===== src/rtl/lamp_ctrl_pkg.sv =====
// Shared state types and small decode helpers for the lamp mode controller.
package lamp_ctrl_pkg;

    typedef enum logic [1:0] {
        BTN_IDLE,
        BTN_DEB,
        BTN_HELD,
        BTN_LONG
    } btn_state_t;

    typedef enum logic [1:0] {
        AUTO_OFF,
        AUTO_ON,
        MANUAL_OFF,
        MANUAL_ON
    } lamp_state_t;

    // Lamp is driven in both "on" states, whatever the mode.
    function automatic logic lamp_is_on(input lamp_state_t s);
        return (s == AUTO_ON) || (s == MANUAL_ON);
    endfunction

    // Mode flag: MANUAL states only.
    function automatic logic lamp_is_manual(input lamp_state_t s);
        return (s == MANUAL_OFF) || (s == MANUAL_ON);
    endfunction

endpackage


===== src/rtl/lamp_mode_ctrl_button.sv =====
// Push-button debouncer and short/long press classifier.
// Emits one-cycle registered pulses: short_evt on release of a debounced
// press shorter than LONG_PRESS_T, long_evt while still held at LONG_PRESS_T.
module button_event_detector
    import lamp_ctrl_pkg::*;
#(
    parameter int DEBOUNCE_T   = 100,
    parameter int LONG_PRESS_T = 5000
) (
    input  logic clk,
    input  logic rst,
    input  logic push_button,
    output logic short_evt,
    output logic long_evt
);

    localparam int CW = $clog2(LONG_PRESS_T + 1);
    localparam logic [CW-1:0] CNT_ONE  = CW'(1);
    localparam logic [CW-1:0] CNT_DEB  = CW'(DEBOUNCE_T);
    localparam logic [CW-1:0] CNT_LONG = CW'(LONG_PRESS_T);

    btn_state_t    state;
    btn_state_t    state_nxt;
    logic [CW-1:0] cnt;
    logic [CW-1:0] cnt_nxt;
    logic [CW-1:0] cnt_inc;
    logic          short_nxt;
    logic          long_nxt;

    assign cnt_inc = cnt + CNT_ONE;

    // Tracker registers and event pulses; events clear on reset.
    always_ff @(posedge clk) begin
        if (!rst) begin
            state     <= BTN_IDLE;
            cnt       <= '0;
            short_evt <= 1'b0;
            long_evt  <= 1'b0;
        end else begin
            state     <= state_nxt;
            cnt       <= cnt_nxt;
            short_evt <= short_nxt;
            long_evt  <= long_nxt;
        end
    end

    // Next-state logic: cnt holds the number of consecutive high samples
    // of the current press, saturating at LONG_PRESS_T in BTN_LONG.
    always_comb begin
        state_nxt = state;
        cnt_nxt   = cnt;
        short_nxt = 1'b0;
        long_nxt  = 1'b0;
        case (state)
            BTN_IDLE: begin
                cnt_nxt = '0;
                if (push_button) begin
                    cnt_nxt   = CNT_ONE;
                    // A single-sample debounce accepts the press immediately.
                    state_nxt = (DEBOUNCE_T == 1) ? BTN_HELD : BTN_DEB;
                end
            end
            BTN_DEB: begin
                if (!push_button) begin
                    state_nxt = BTN_IDLE;
                    cnt_nxt   = '0;
                end else begin
                    cnt_nxt = cnt_inc;
                    if (cnt_inc == CNT_DEB) begin
                        state_nxt = BTN_HELD;
                    end
                end
            end
            BTN_HELD: begin
                if (!push_button) begin
                    short_nxt = 1'b1;
                    state_nxt = BTN_IDLE;
                    cnt_nxt   = '0;
                end else begin
                    cnt_nxt = cnt_inc;
                    if (cnt_inc == CNT_LONG) begin
                        long_nxt  = 1'b1;
                        state_nxt = BTN_LONG;
                    end
                end
            end
            BTN_LONG: begin
                // Counter stays saturated; release is silent.
                if (!push_button) begin
                    state_nxt = BTN_IDLE;
                    cnt_nxt   = '0;
                end
            end
            default: begin
                state_nxt = BTN_IDLE;
                cnt_nxt   = '0;
            end
        endcase
    end

endmodule


===== src/rtl/lamp_mode_ctrl.sv =====
// Lamp mode controller: AUTO/MANUAL mode and lamp drive from button
// events, the absence-timer shutdown pulse C and the presence sensor.
module lamp_mode_ctrl
    import lamp_ctrl_pkg::*;
#(
    parameter int DEBOUNCE_T   = 100,
    parameter int LONG_PRESS_T = 5000
) (
    input  logic clk,
    input  logic rst,
    input  logic push_button,
    input  logic infravermelho,
    input  logic C,
    output logic L,
    output logic H
);

    logic        short_evt;
    logic        long_evt;
    lamp_state_t state;
    lamp_state_t state_nxt;

    button_event_detector #(
        .DEBOUNCE_T  (DEBOUNCE_T),
        .LONG_PRESS_T(LONG_PRESS_T)
    ) u_button (
        .clk        (clk),
        .rst        (rst),
        .push_button(push_button),
        .short_evt  (short_evt),
        .long_evt   (long_evt)
    );

    // Lamp FSM register; L and H are registered from the next state so they
    // change on the same edge as the state.
    always_ff @(posedge clk) begin
        if (!rst) begin
            state <= AUTO_OFF;
            L     <= 1'b0;
            H     <= 1'b0;
        end else begin
            state <= state_nxt;
            L     <= lamp_is_on(state_nxt);
            H     <= lamp_is_manual(state_nxt);
        end
    end

    // Transitions with priority long_evt > short_evt > C > infravermelho.
    // An event that does not apply in the current state falls through to
    // the next one in priority order.
    always_comb begin
        state_nxt = state;
        case (state)
            AUTO_OFF: begin
                if (long_evt) begin
                    state_nxt = MANUAL_OFF;
                end else if (infravermelho) begin
                    state_nxt = AUTO_ON;
                end
            end
            AUTO_ON: begin
                if (long_evt) begin
                    state_nxt = MANUAL_ON;
                end else if (C) begin
                    state_nxt = AUTO_OFF;
                end
            end
            MANUAL_OFF: begin
                if (long_evt) begin
                    state_nxt = AUTO_OFF;
                end else if (short_evt) begin
                    state_nxt = MANUAL_ON;
                end
            end
            MANUAL_ON: begin
                if (long_evt) begin
                    state_nxt = AUTO_ON;
                end else if (short_evt) begin
                    state_nxt = MANUAL_OFF;
                end
            end
            default: begin
                state_nxt = AUTO_OFF;
            end
        endcase
    end

endmodule


===== config.mk =====
export PLATFORM = sky130hd
export DESIGN_NAME = lamp_mode_ctrl
export DESIGN_NICKNAME = d
export VERILOG_FILES = /design/src/rtl/lamp_ctrl_pkg.sv /design/src/rtl/lamp_mode_ctrl_button.sv /design/src/rtl/lamp_mode_ctrl.sv
export SDC_FILE = /design/constraint.sdc
export NUM_CORES = 1
export LEC_CHECK = 0
export ABC_AREA = 1
export BUFFER_PORTS_ARGS = -buffer_cell sky130_fd_sc_hd__buf_2
export CORE_MARGIN = 1.5
export CORE_UTILIZATION = 40
export DETAILED_ROUTE_END_ITERATION = 6
export PLACE_DENSITY = 0.69
export SYNTH_ARGS = -nofsm -noshare
export SYNTH_HDL_FRONTEND = slang
export SYNTH_SLANG_ARGS = --single-unit
export TNS_END_PERCENT = 10

===== constraint.sdc =====
create_clock -name clk -period 1.7 [get_ports clk]
set_clock_uncertainty 0.1 [all_clocks]
set_input_delay 0.255 -clock clk [delete_from_list [all_inputs] [get_ports clk]]
set_output_delay 0.255 -clock clk [all_outputs]
set_load 0.005 [all_outputs]

==> impl_metrics.ini <==
[run_status]
outcome = finished, violations left
violations = negative setup slack

[finish]
seqCellArea_um2 = 414
multi_input_area_um2 = 928
final_common_cell = nand2_1
num-fill-cells = 303
nNetsFinal = 262
drive_gt1_share_pct = 36.5
syn2layout_area_growth_pct = 40.2
final_cell_mix = 59 x nand2_1, 28 x buf_4, 26 x inv_1
num_antenna_cells = 0
finalInstanceArea_um2 = 1800

[floorplanning]
fp.dieW_um = 59.7
io_pins = 7
initial_core_util_pct = 42.1
die_h_um = 59.7
core-area_um2 = 3050
dieArea_um2 = 3560
rows = 20

[worst_hold_path]
hp-class = input port to flop
hold_start = push_button
hold_path_end = u_button.short_evt
holdPathStages = 2

[timing]
finalCriticalPeriod_ps = 1850
min_period_over_period_pct = 109
setup_violations = 3
fmax_mhz = 542
rsz0062_at_grt = true
tightestPinTransition_ps = 440
fin_ws_ps = -145
hold_viol = 0
maxSlewHeadroom_pct = 70.7
report.final.slew_viol_count = 0

[clocking]
cts_hold_buf = 0
cts.sinks = 20
cts-root-buf = clkbuf_4
htreeDepth = 1
cts_buffer_depth = 2
insertion_delay_ps = 300
clk_pin_slew_ps = 110
cts_made_buffers = 3
tritoncts = yes

[power_and_ir_drop]
cellInternalPower_uw = 748
power_density_nw_per_um2 = 644
power_frac_clock_pct = 19.3
p_comb_share_pct = 34.6
p_sw_uw = 413
p_seq_share_pct = 46.1
power.total_uw = 1160
leakage_uw = 0.000758
power.share.switching_pct = 35.6
peakVddDrop_uv = 300

[synth]
avgSynthCellArea_um2 = 6.07
syn_inst = 212
synth.cell_area_um2 = 1290
ys_seq_elements = 20
yosys.cell_types.count = 22
synth_top_area_share_pct = 31.1
synth_area_leaders = dfxtp_1 31%, nand2_1 20%, inv_1 7.9%
synth_fp_nets = 223
ys_warn_count = 0
yosys.area.top_type = dfxtp_1
yosysSeqAreaShare_pct = 31.1

[worst_setup_path]
worst-path-max-fanout = 4
reg2reg_depth = 13
cp.required_ps = 1850
worst_ep_arrival_time_ps = 1990
critPathKind = flop to flop
timing.rr.start = u_button.cnt[1]
regToRegSetupSlack_ps = -150
cp-end-kind = flop
worstSetupStartpointType = flop
r2r_end = u_button.state[0]

[route]
via_per_inst = 4.88
drc = 0
vias = 1430
dr.pass1.iters = 4
drtAntennaViolNets = 0
drt-wirelength-per-cell_um = 12.2
dr.first_iter.drc_count = 95
wl_um = 3560

[global_routing]
grt_pass1_vias = 1207
overflow = 0
grt_use_total_pct = 19.2
antenna_found_initial = 0
grt_max_degree = 13
grt_pass1_wl_um = 5250

[placement]
hpwlAfterDp_um = 2390
place.port_buffers = 6
gp_congestion = 0.867
dpl_cell_area_um2 = 1550

[run]
maxCapViolations = 0
area by class of cell:
type	count	share of cell area, %
repair buffers	37	15.2
inverters	29	6.04
flip-flops and latches	20	23.0
multi-input cells	160	51.5
clock buffers	3	1.25
well taps	44	3.05
routing by layer:
metal	global-route usage, %	vias to the layer above	wire length (um)
met1	26.7	628	1570
met3	2.38	4	226
met2	30.6	48	1730
met4	6.35	0	37
met5	0	-	0
li1	-	750	-
power by group through the flow:
stage               sequential, uW  clock (uW)  combinational (uW)
floorplan                      536           0                 269
global placement               538           0                 369
detailed placement             538           0                 373
CTS                            530         230                 382
global route                   538         253                 456
finish                         535         224                 402
how the worst max path moves through the flow:
stage	startpoint	endpoint	slack (ps)	cells after the start
2_1_floorplan	u_button.cnt[1]	u_button.state[0]	20	12
3_3_place_gp	u_button.cnt[0]	u_button.state[0]	-90	12
3_5_place_dp	u_button.cnt[0]	u_button.state[1]	-140	12
4_1_cts	u_button.cnt[1]	u_button.state[0]	-70	15
5_1_grt	u_button.cnt[1]	u_button.state[1]	-250	14
6_report	u_button.cnt[1]	u_button.state[0]	-150	13
critical path: stages (launching register included):
cell and delay [ps]:
dfxtp_2 380, buf_6 120, nand3_2 110, nor2_2 180, nand3_1 110, nand2_1 110
nand2_1 50, nor2_1 130, nand3_2 110, nand2_2 90, nand3_2 80, nand2_1 80
inv_1 40, nor2_1 80
sequential cells by signal (all words and copies together) (netlist names):
name and flops:
u_button.long_evt 1, u_button.short_evt 1, u_button.state 2, state 2, u_button.cnt 13, H 1
repair_timing:
action,4_1_cts,5_1_grt
setup endpoints to repair,3,14
buffers inserted,1,5
gates resized for setup,25,28
pin swaps,11,20
logic make-up (layout without fill, tap and decap cells):
kind of cell | after synthesis | count (layout) | synth area share (%)
AO/OA/AOI/OAI | 21 | 21 | 9.14
buffers and inverters | 32 | 69 | 9.34
XOR/XNOR | 1 | 1 | 0.681
adder cells (fa/ha/maj) | 6 | 6 | 5.84
AND/OR/NAND/NOR | 132 | 132 | 43.9
flip-flops | 20 | 20 | 31.1
cells in the mapped netlist:
master and n:
o21a_1 1, nand3_1 20, xnor2_1 1, nor3_1 4, nor2_2 4, nand2_1 69
nor2_1 25, o21ai_0 2, ha_1 6, nand2_2 3, a221oi_1 1, o21bai_1 1
dfxtp_1 20, or2_2 1, a21oi_1 15, clkbuf_1 3, inv_1 27, nor4_1 1
nand3_2 1, nand4_1 4, inv_2 2, a311oi_1 1
through the flow:
step | std cells | hold slack [ps] | setup TNS [ps] | utilization [%] | setup WS (ps)
after floorplan | 212 | 227 | 0 | - | 18.8
after global placement | 284 | 358 | -167 | 50.7 | -87.9
after detailed placement | 284 | 364 | -296 | 50.7 | -137
after CTS | 288 | 96.3 | -159 | 54.1 | -69.7
after global routing | 293 | 103 | -739 | 59.1 | -250
final | 293 | 95.2 | -389 | 59.1 | -145
Note: power is estimated with default switching activity, not from simulation.
